`config.mk`:
```
export PLATFORM = sky130hd
export DESIGN_NAME = seg7_scan_reader
export DESIGN_NICKNAME = d
export VERILOG_FILES = /design/src/rtl/seg7_scan_reader.sv
export SDC_FILE = /design/constraint.sdc
export NUM_CORES = 1
export LEC_CHECK = 0
export BUFFER_PORTS_ARGS = -buffer_cell sky130_fd_sc_hd__buf_2
export CAP_MARGIN = 15
export CORE_MARGIN = 8
export CORE_UTILIZATION = 34
export DETAILED_ROUTE_END_ITERATION = 12
export GPL_TIMING_DRIVEN = 0
export PLACE_DENSITY = 0.58
export SLEW_MARGIN = 20
export SYNTH_ARGS = -nofsm -noshare
export SYNTH_HDL_FRONTEND = slang
export SYNTH_SLANG_ARGS = --single-unit
```
`constraint.sdc`:
```
create_clock -name clk -period 6.1 [get_ports clk]
set_input_delay 0.305 -clock clk [delete_from_list [all_inputs] [get_ports clk]]
set_output_delay 0.305 -clock clk [all_outputs]
set_load 0.05 [all_outputs]
```
`src/rtl/seg7_scan_reader.sv`:
```
// Reads a multiplexed 3-digit seven-segment display by watching its segment and strobe lines.
// Each digit must settle, then decode to the same value MATCH times in a row, before it is accepted.
module seg7_scan_reader #(
  parameter int unsigned SETTLE  = 4,
  parameter int unsigned MATCH   = 2,
  parameter int unsigned TIMEOUT = 65535
) (
  input  logic        clk,
  input  logic        rst,
  input  logic [6:0]  seg,
  input  logic [2:0]  dig,
  output logic [11:0] digits,
  output logic [2:0]  dvalid,
  output logic [2:0]  bad,
  output logic        upd,
  output logic        lost
);

  localparam logic [3:0]  SettleW   = 4'(SETTLE);
  localparam logic [2:0]  MatchW    = 3'(MATCH);
  localparam logic [15:0] TimeoutW  = 16'(TIMEOUT);
  localparam logic [15:0] TimeoutM1 = 16'(TIMEOUT - 1);

  typedef enum logic [1:0] {StIdle, StSettle, StSample, StHold} state_e;

  function automatic logic is_onehot(logic [2:0] v);
    return (v != 3'b000) && ((v & (v - 3'd1)) == 3'b000);
  endfunction

  function automatic logic [1:0] strobe_idx(logic [2:0] v);
    if (v[2]) return 2'd2;
    if (v[1]) return 2'd1;
    return 2'd0;
  endfunction

  // Returns {good, code}; anything not in the font is reported as not good.
  function automatic logic [4:0] decode(logic [6:0] s);
    case (s)
      7'h3F: return {1'b1, 4'h0};
      7'h06: return {1'b1, 4'h1};
      7'h5B: return {1'b1, 4'h2};
      7'h4F: return {1'b1, 4'h3};
      7'h66: return {1'b1, 4'h4};
      7'h6D: return {1'b1, 4'h5};
      7'h7D: return {1'b1, 4'h6};
      7'h07: return {1'b1, 4'h7};
      7'h7F: return {1'b1, 4'h8};
      7'h6F: return {1'b1, 4'h9};
      7'h77: return {1'b1, 4'hA};
      7'h7C: return {1'b1, 4'hB};
      7'h58: return {1'b1, 4'hC};
      7'h5E: return {1'b1, 4'hD};
      7'h79: return {1'b1, 4'hE};
      7'h71: return {1'b1, 4'hF};
      default: return 5'b0;
    endcase
  endfunction

  logic [6:0]  seg_meta_q, sseg_q;
  logic [2:0]  dig_meta_q, sdig_q;
  state_e      state_q;
  logic [3:0]  cnt_q;
  logic [2:0]  cap_dig_q;
  logic        samp_vld_q;
  logic [6:0]  samp_seg_q;
  logic [1:0]  samp_idx_q;
  logic        dec_vld_q, dec_good_q;
  logic [3:0]  dec_code_q;
  logic [1:0]  dec_idx_q;
  logic [3:0]  d_q    [3];
  logic [3:0]  cand_q [3];
  logic [2:0]  match_q[3];
  logic [2:0]  dvalid_q, bad_q;
  logic        upd_q, lost_q;
  logic [15:0] idle_q;

  always_ff @(posedge clk) begin
    if (rst) begin
      seg_meta_q <= '0;
      sseg_q     <= '0;
      dig_meta_q <= '0;
      sdig_q     <= '0;
    end else begin
      seg_meta_q <= seg;
      sseg_q     <= seg_meta_q;
      dig_meta_q <= dig;
      sdig_q     <= dig_meta_q;
    end
  end

  always_ff @(posedge clk) begin
    if (rst) begin
      state_q    <= StIdle;
      cnt_q      <= '0;
      cap_dig_q  <= '0;
      samp_vld_q <= 1'b0;
      samp_seg_q <= '0;
      samp_idx_q <= '0;
    end else begin
      samp_vld_q <= 1'b0;
      case (state_q)
        StIdle: begin
          if (is_onehot(sdig_q)) begin
            state_q   <= StSettle;
            cnt_q     <= 4'd1;
            cap_dig_q <= sdig_q;
          end
        end
        StSettle: begin
          // cap_dig_q is one-hot, so any difference also covers zero/multi-hot
          if (sdig_q != cap_dig_q) state_q <= StIdle;
          else if (cnt_q >= SettleW) state_q <= StSample;
          else cnt_q <= cnt_q + 4'd1;
        end
        StSample: begin
          samp_seg_q <= sseg_q;
          samp_idx_q <= strobe_idx(cap_dig_q);
          samp_vld_q <= 1'b1;
          state_q    <= StHold;
        end
        StHold: begin
          if (sdig_q != cap_dig_q) begin
            if (is_onehot(sdig_q)) begin
              state_q   <= StSettle;
              cnt_q     <= 4'd1;
              cap_dig_q <= sdig_q;
            end else begin
              state_q <= StIdle;
            end
          end
        end
        default: state_q <= StIdle;
      endcase
    end
  end

  always_ff @(posedge clk) begin
    if (rst) begin
      dec_vld_q  <= 1'b0;
      dec_good_q <= 1'b0;
      dec_code_q <= '0;
      dec_idx_q  <= '0;
    end else begin
      dec_vld_q                <= samp_vld_q;
      {dec_good_q, dec_code_q} <= decode(samp_seg_q);
      dec_idx_q                <= samp_idx_q;
    end
  end

  logic [3:0] cur_cand, cur_d;
  logic [2:0] cur_match, match_nxt;
  logic       cur_dv, confirm, accept, timeout_hit;

  always_comb begin
    cur_cand  = '0;
    cur_d     = '0;
    cur_match = '0;
    cur_dv    = 1'b0;
    for (int i = 0; i < 3; i++) begin
      if (dec_idx_q == 2'(i)) begin
        cur_cand  = cand_q[i];
        cur_d     = d_q[i];
        cur_match = match_q[i];
        cur_dv    = dvalid_q[i];
      end
    end
    if (dec_code_q == cur_cand) match_nxt = (cur_match >= MatchW) ? cur_match : cur_match + 3'd1;
    else match_nxt = 3'd1;
    confirm     = match_nxt >= MatchW;
    accept      = confirm && (!cur_dv || (cur_d != dec_code_q));
    timeout_hit = (state_q != StSample) && (idle_q == TimeoutM1);
  end

  always_ff @(posedge clk) begin
    if (rst) begin
      for (int i = 0; i < 3; i++) begin
        d_q[i]     <= '0;
        cand_q[i]  <= '0;
        match_q[i] <= '0;
      end
      dvalid_q <= '0;
      bad_q    <= '0;
      upd_q    <= 1'b0;
      lost_q   <= 1'b0;
      idle_q   <= '0;
    end else begin
      upd_q <= 1'b0;
      if (state_q == StSample) begin
        idle_q <= '0;
        lost_q <= 1'b0;
      end else if (idle_q != TimeoutW) begin
        idle_q <= idle_q + 16'd1;
      end
      if (dec_vld_q) begin
        for (int i = 0; i < 3; i++) begin
          if (dec_idx_q == 2'(i)) begin
            if (dec_good_q) begin
              cand_q[i]  <= dec_code_q;
              match_q[i] <= match_nxt;
              if (confirm) bad_q[i] <= 1'b0;
              if (accept) begin
                d_q[i]      <= dec_code_q;
                dvalid_q[i] <= 1'b1;
                upd_q       <= 1'b1;
              end
            end else begin
              bad_q[i]   <= 1'b1;
              match_q[i] <= '0;
            end
          end
        end
      end
      // Scan loss wins over a same-cycle acceptance.
      if (timeout_hit) begin
        lost_q   <= 1'b1;
        dvalid_q <= '0;
        for (int i = 0; i < 3; i++) match_q[i] <= '0;
        if (|dvalid_q) upd_q <= 1'b1;
      end
    end
  end

  assign digits = {d_q[2], d_q[1], d_q[0]};
  assign dvalid = dvalid_q;
  assign bad    = bad_q;
  assign upd    = upd_q;
  assign lost   = lost_q;

endmodule

```
Word level (Yosys, flattened, before mapping)
Memories as Yosys holds them, arrays and structs flattened.
Index checks and enable logic that the tools add are counted.

word-level totals
  flip-flop bits (word level) = 71
  RAM bits = 33
  bits of input ports = 12
  output and inout port bits = 20
  logic and storage cells = 220
  memories = 3

cells by class
  add/sub/neg operators = 4
  order comparisons = 3
  equality and inequality tests = 33
  multiplexer cells = 114
  bitwise logic cells = 16
  reductions and logical operators = 24

memory list
  name     depth  width  rd ports  clocked after Yosys merged registers in  wr ports  line  source
  cand_q   3      4      3         0                                        3         71    logic [3:0] cand_q [3];
  d_q      3      4      3         0                                        3         70    logic [3:0] d_q [3];
  match_q  3      3      3         0                                        3         72    logic [2:0] match_q[3];

operator list
  operator                                             number
  equality test 7 bit, second input constant           13
  case mux 5 bit (16 select lines)                     1
  2-to-1 mux 1 bit                                     70
  2-to-1 mux 4 bit                                     16
  2-to-1 mux 3 bit                                     16
  adder 16 x 1 -> 16 bit, second input constant        1
  equality test 16 bit, second input constant          1
  2-to-1 mux 2 bit                                     8
  != test 16 bit, second input constant                1
  AND reduction 4 bit                                  4
  bitwise OR 1 bit                                     15
  equality test 7 x 3 -> 1 bit, second input constant  2
  case mux 4 bit (3 select lines)                      1
  AND reduction 3 bit                                  4
  != test 2 bit, second input constant                 5
  case mux 2 bit (4 select lines)                      1
  equality test 7 x 6 -> 1 bit, second input constant  1
  equality test 2 bit, second input constant           3
  >= comparator 3 x 2 -> 1 bit, second input constant  2
  case mux 3 bit (2 select lines)                      1
  nonzero test 3 bit                                   2
  adder 4 x 1 -> 4 bit, second input constant          1
  equality test 2 x 1 -> 1 bit, second input constant  2
  equality test 4 bit                                  1
  other kinds (17)                                     22

Depth between registers and ports, before layout
Gate-level depths: netlist of run 1.

  depth after elaboration = 21
  gate-level depth with buffers = 14
  depth with buffers taken out = 11

Least setup slack after synthesis of run 1
Ideal clock, no wire load.

  kind = register to register
  start = register dec_idx_q[0]
  end = memory d_q[2][2], in the netlist d_q[0][10], enable pin
  arrival time = 2.185 ns
  setup slack = 3.664 ns
  cell stages (with the launch flop) = 15
  clock period less this slack = 2.436 ns
  cells stage by stage = dfxtp_1 > buf_6 > buf_6 > buf_6 > mux2i_1 > nor2_1 > a21oi_1 > inv_1 > ha_1 > inv_1 > a21oi_1 > nor3_2 > inv_1 > and2_1 > a31o_2

RTL lines
  item                    line  source
  start, declared         69    logic [1:0] dec_idx_q;
  start signal, assigned  146   dec_idx_q <= samp_idx_q;
  end, declared           70

==> results.yml, run 1 <==
floorplan:
  top_level_ports: 32
  die_y_um: 132.6
  coreArea_um2: 13240
  fp.dieW_um: 132.6
  start_util: 0.3488
  num_rows: 42
  die_area_um2: 17570
critical_path:
  crit_arrival_ns: 2.95
  end_kind: "flip-flop"
  critPathRequiredTime_ns: 6.20
  path_max_fanout: 10
  reg2reg_from: "dec_idx_q[1]"
  start_kind: "flip-flop"
  critPathLaunch: "dec_idx_q[1]"
  path_class: "reg -> reg"
placed_design:
  dp_slack_ns: 3.241
  gp_routability_congestion: 0.8035
  dpl.hpwl_um: 7023
  io_buffers: 31
  dp.cells: 681
timing:
  worst_pin_slew_ns: 0.7046
  hold_viol: 0
  rsz0062_at_grt: "false"
  clock.fmax_mhz: 351.1
  timing.final.ws_setup_ns: 3.252
  setup_viol_count_final: 0
  fin_crit_ns: 2.848
  final.setup.tns_ns: 0
  fin_skew_ns: 0.01039
  fin_crit_sh: 0.4669
  final_max_slew_viol_count: 0
  max-slew-margin-rel: 0.5303
  finalHoldWorstSlack_ns: 0.1578
clock_tree:
  cts_buffers: 9
  cts-root-buf: "clkbuf_16"
  clk_pin_slew_ns: 0.07
  clockBufferDepth: 2
  cts_resized: 0
  postCtsSetupRepairBufs: 0
  cts_hold_buf: 0
  h-tree-depth: 3
  clock_sinks: 104
  clkLatencyLatePin_ns: 0.35
  cts_tree: "done"
routing:
  drt_first_iter_violations: 218
  vias: 3450
  wl_per_cell_um: 13.65
  drc: 0
  routed_wirelength_um: 9515
  drtPass1Iterations: 4
  route.antenna.remaining_nets: 0
  vias_per_cell: 4.950
finish:
  syn_to_final_growth_pct: 14.03
  antennaDiodeCount: 0
  drive_gt1_frac: 0.1344
  nNetsFinal: 533
  final_cells: 697
worst_hold_path:
  holdCritPathClass: "in -> reg"
  min_from: "dig[2]"
power_and_ir_drop:
  vdd_drop_max_uv: 157.7
  pwr-share-seq: 0.548
  p_clk_frac: 0.401
  power.density_nw_per_um2: 251.6
  pwr-share-comb: 0.051
  swShare: 0.2242
  power.leakage_nw: 1.969
  switchingPower_w: 0.0002971
  power.total_w: 0.001325
  intPower_w: 0.001028
synth:
  synthSimpleGateAreaFrac: 0.2421
  synthesis.area_um2: 4619
  synth_compound_area_frac: 0.1178
  yosys_warnings: 0
  synthMuxAreaShare: 0.03846
  synth_fp_nets: 491
  synth_edf_count: 24
  ys_ff_latch: 104
  synth_adder_area_share: 0.01354
  avgSynthCellArea_um2: 9.746
  async_reset_ff_frac: 0
  synth_top_family_by_area: "simple AND/OR/NAND/NOR gates"
  synth-main-ff-cell: "dfxtp_1"
  syn_inst: 474
  synth_cell_types: 57
  synth-seq-area-share: 0.5027
  synth-xor-area-share: 0.04740
global_route:
  grt_util_all_layers: 0.1143
  antenna_found_initial: 0
  grt_max_degree: 17
  grt_pass1_wl_um: 16470
  grt-ovfl-total: 0
  first_global_vias: 3400
outcome:
  status: "finished, final reports clean"
run:
  cap_violations: 0
kinds of logic (layout without fill, tap and decap cells):
logic type | count (synthesis) | after routing
muxes | 17 | 17
buffers and inverters | 37 | 84
DFF | 104 | 104
adders and majority gates | 5 | 5
xor gates and xnor gates | 25 | 25
AOI/OAI and AO/OA | 83 | 83
and+or+nand+nor | 203 | 203
stage by stage:
| stage | util | instance area, µm² |
|---|---|---|
| 2_1_floorplan | - | 4619 |
| 3_3_place_gp | 0.3772 | 4995 |
| 3_5_place_dp | 0.3772 | 4995 |
| 4_1_cts | 0.3978 | 5268 |
| 5_1_grt | 0.3978 | 5268 |
| 6_report | 0.3978 | 5268 |
sequential cells by signal, indices dropped and copies added (netlist names), 4 cells and up, named ones only:
signal	flops
samp_seg_q	7
match_q	9
idle_q	16
dec_code_q	4
cnt_q	4
sseg_q	7
cand_q	12
seg_meta_q	7
d_q	12
placed cells by master, fill, tap and decap left out, types with 5 or more instances in the layout:
| cell | instances |
|---|---|
| dfxtp_1 | 80 |
| nand2_1 | 41 |
| buf_2 | 36 |
| nor2_1 | 33 |
| a21oi_1 | 30 |
| nor2b_1 | 30 |
| edfxtp_1 | 24 |
| nand3_1 | 19 |
| clkbuf_1 | 17 |
| o21ai_0 | 15 |
| mux2i_1 | 14 |
| xor2_1 | 14 |
| and2_1 | 13 |
| nand2b_1 | 11 |
| xnor2_1 | 11 |
| inv_1 | 10 |
| nor3_1 | 10 |
| clkbuf_16 | 9 |
| and3_1 | 7 |
| nand3b_1 | 6 |
| or3_1 | 6 |
| a32oi_1 | 6 |
| a211oi_1 | 6 |
| and4_1 | 5 |
| nand4_1 | 5 |
| ha_1 | 5 |
power groups by stage:
stage	clock, W	sequential [W]	combinational (W)
2_1_floorplan	0	0.000750	0.0000405
3_3_place_gp	0	0.000741	0.0000677
3_5_place_dp	0	0.000742	0.0000691
4_1_cts	0.000551	0.000726	0.0000693
5_1_grt	0.000577	0.000728	0.0000762
6_report	0.000531	0.000726	0.0000680
critical path, stage by stage, from the launching register on:
cell     delay, ns
dfxtp_1       0.46
buf_2         0.26
buf_2         0.27
nor2_1        0.07
a21oi_1       0.26
inv_1         0.08
ha_1          0.20
inv_1         0.06
a21oi_1       0.07
nor3_2        0.26
inv_1         0.12
and2_1        0.19
a31o_2        0.28
metal layers:
layer / track usage / routed length (µm) / part of all wire
met1: 0.1404 / 4554 / 0.48
met2: 0.1856 / 4342 / 0.46
met3: 0.03482 / 525 / 0.055
met4: 0.03975 / 92 / 0.0097
met5: 0 / 0 / 0
layout make-up:
type,count,area [µm²]
Sequential cell,104,2322
Inverter,10,37.54
Timing Repair Buffer,31,155.1
Clock inverter,6,33.78
Tap cell,176,220.2
Multi-Input combinational cell,333,2122
Fill cell,1359,7975
Buffer,27,137.6
Clock buffer,10,239.0
final timing paths:
| kind | end | slack, ns | depth (start not counted) |
|---|---|---|---|
| min reg2reg | sseg_q[1] | 0.44 | 1 |
| max | d_q[0][8] | 3.25 | 12 |
| min | dig_meta_q[2] | 0.16 | 2 |
| max reg2reg | d_q[0][8] | 3.25 | 12 |
cell usage after synthesis, drive strengths merged (7+ instances only):
cell,count,area [µm²]
nor2b,30,187.7
nand2,41,153.9
dfxtp,80,1602
nor2,34,130.1
inv,10,37.54
mux2i,14,140.1
nand2b,11,68.82
nand3,19,95.09
clkbuf,17,63.81
xor2,14,122.6
o21ai,17,85.08
a21oi,30,150.1
xnor2,11,96.34
nor3,11,60.06
edfxtp,24,720.7
and2,13,81.33
buf,10,73.81
and3,7,43.79
Power figures use the tool's default switching activity.
==> inputs of run 2 (changes only) <==
- clock period: 6.1 -> 2.95 ns (I/O delays scaled with it)
==> results.yml, run 2 (synthesis results as in run 1) <==
critical_path:
  r2r_slack_ns: 0.24
  end_kind: "flip-flop"
  critPathRequiredTime_ns: 3.05
  path_max_fanout: 10
  cpLargestDelayFamily: "buffers and inverters"
  slowest_delay_ns: 0.32
  reg2reg_to: "d_q[0][10]"
  slowest_stage: "dfxtp_1"
  worstPathBufferInverterCount: 6
  path_class: "reg -> reg"
  path_cells: "buf_6, buf_6, buf_6, mux2i_1, nor2_1, a21oi_2, inv_1, ha_1, inv_1, a21oi_1, nor3_2, inv_1, and2_1, a31o_2"
  reg2reg_from: "dec_idx_q[0]"
  start_kind: "flip-flop"
  reg2regPathDepth: 14
  crit_arrival_ns: 2.81
routing:
  drt_first_iter_violations: 185
  route.antenna.remaining_nets: 0
  routed_wirelength_um: 9555
  top_layer: "met4"
  drc: 0
  vias_per_cell: 4.935
  drtPass1Iterations: 7
  met3_length_um: 565
  wl_per_cell_um: 13.57
  vias: 3474
  wl_met1_um: 4537
  wl_met2_um: 4304
clock_tree:
  postCtsSetupRepairBufs: 0
  clock_sinks: 104
  clockBufferDepth: 2
  clk_pin_slew_ns: 0.07
  cts_tree: "done"
  clkLatencyLatePin_ns: 0.35
  h-tree-depth: 3
  cts-root-buf: "clkbuf_16"
  cts_buffers: 9
worst_hold_path:
  min_to: "dig_meta_q[1]"
  holdCritPathClass: "in -> reg"
  hold_depth: 2
  min_from: "dig[1]"
timing:
  worst_pin_slew_ns: 0.7057
  timing.final.ws_setup_ns: 0.2442
  rsz0062_at_grt: "false"
  setup_viol_count_final: 0
  max-slew-margin-rel: 0.5295
  clock.fmax_mhz: 369.6
  hold_viol: 0
  fin_crit_sh: 0.9172
  final.setup.tns_ns: 0
  final_max_slew_viol_count: 0
  fin_crit_ns: 2.706
  fin_skew_ns: 0.008025
finish:
  syn_to_final_growth_pct: 15.66
  nNetsFinal: 540
  antennaDiodeCount: 0
  max_flop_register: "idle_q"
  final_cell_mix: "79 x dfxtp_1, 41 x nand2_1, 36 x buf_2, 33 x nor2_1, 30 x nor2b_1"
  fill_cells: 1351
  largest_reg_flops: 16
  largestRegisters: "idle_q: 16 flops, cand_q: 12 flops, d_q: 12 flops"
  drive_gt1_frac: 0.1364
  final_core_util: 0.4034
  final_cells: 704
  layout_commonest_cell: "dfxtp_1"
placed_design:
  dp.cells: 681
  io_buffers: 31
  dpl.hpwl_um: 7023
  dp_slack_ns: 0.09078
  gp_routability_congestion: 0.8035
floorplan:
  coreArea_um2: 13240
  fp.dieW_um: 132.6
  die_y_um: 132.6
  num_rows: 42
  top_level_ports: 32
  start_util: 0.3488
  die_area_um2: 17570
global_route:
  grt-ovfl-total: 0
  grt_pass1_wl_um: 16530
  grt_max_degree: 17
  grt_util_all_layers: 0.1146
  first_global_vias: 3424
  antenna_found_initial: 0
power_and_ir_drop:
  power.leakage_nw: 1.999
  vdd_drop_max_uv: 327.9
  power.density_nw_per_um2: 514.3
run:
  cap_violations: 0
outcome:
  status: "finished, final reports clean"
==> run 2: cell types whose count changed in the layout (fill, tap and decap cells not counted) <==
cell,before,now
dfxtp_2,0,1
a21oi_2,0,1
a21oi_1,30,29
dlygate4sd3_1,0,7
dfxtp_1,80,79
==> run 2: metrics by stage <==
step                      power (W)  cell area, µm²  hold WS, ns
final                      0.002748            5343     0.008764
after global routing       0.002863            5343      0.01532
after global placement     0.001673            4995       0.3542
after CTS                  0.002792            5338     0.005244
after floorplan            0.001636            4619       0.2757
after detailed placement   0.001677            4995       0.3596
==> run 2: worst reg2reg max path, delay by kind of cell (launching register included) <==
kind            cells  cell delay [ns]
fa+ha+maj           1             0.19
flops               1             0.32
mux                 1             0.20
buf+inv             6             0.71
simple gates        3             0.51
compound gates      3             0.53
==> run 2: what timing repair did <==
action	4_1_cts	5_1_grt
gates resized for setup	0	2
hold buffers	7	0
setup endpoints to repair	0	24
endpoints found under the hold margin	7	0
==> run 2: metal layers <==
metal	track usage	vias up
li1	-	1771
met1	0.1404	1618
met2	0.1867	73
met3	0.03482	12
met4	0.03975	0
met5	0	-
==> run 2: how the worst max path moves through the flow <==
| stage | startpoint | to | cells after the start |
|---|---|---|---|
| after global routing | dec_idx_q[0] | d_q[0][9] | 14 |
| after detailed placement | dec_idx_q[1] | d_q[0][10] | 12 |
| after floorplan | dec_idx_q[0] | d_q[0][10] | 14 |
| after CTS | dec_idx_q[1] | d_q[0][9] | 12 |
| after global placement | dec_idx_q[1] | d_q[0][10] | 12 |
| final | dec_idx_q[0] | d_q[0][10] | 14 |
==> run 2: cell type report <==
| type | count | area (µm²) | area share |
|---|---|---|---|
| Buffer | 27 | 137.6 | 0.02576 |
| Inverter | 10 | 37.54 | 0.007026 |
| Clock buffer | 10 | 239.0 | 0.04473 |
| Tap cell | 176 | 220.2 | 0.04122 |
| Multi-Input combinational cell | 333 | 2126 | 0.3979 |
| Timing Repair Buffer | 38 | 225.2 | 0.04215 |
| Sequential cell | 104 | 2323 | 0.4349 |
| Clock inverter | 6 | 33.78 | 0.006323 |
==> run 2: power by group <==
group | switching (W) | internal, W
clock network | 0.000509 | 0.000589
logic | 0.0000914 | 0.0000562
registers | 0.0000154 | 0.00149
total | 0.000616 | 0.00213
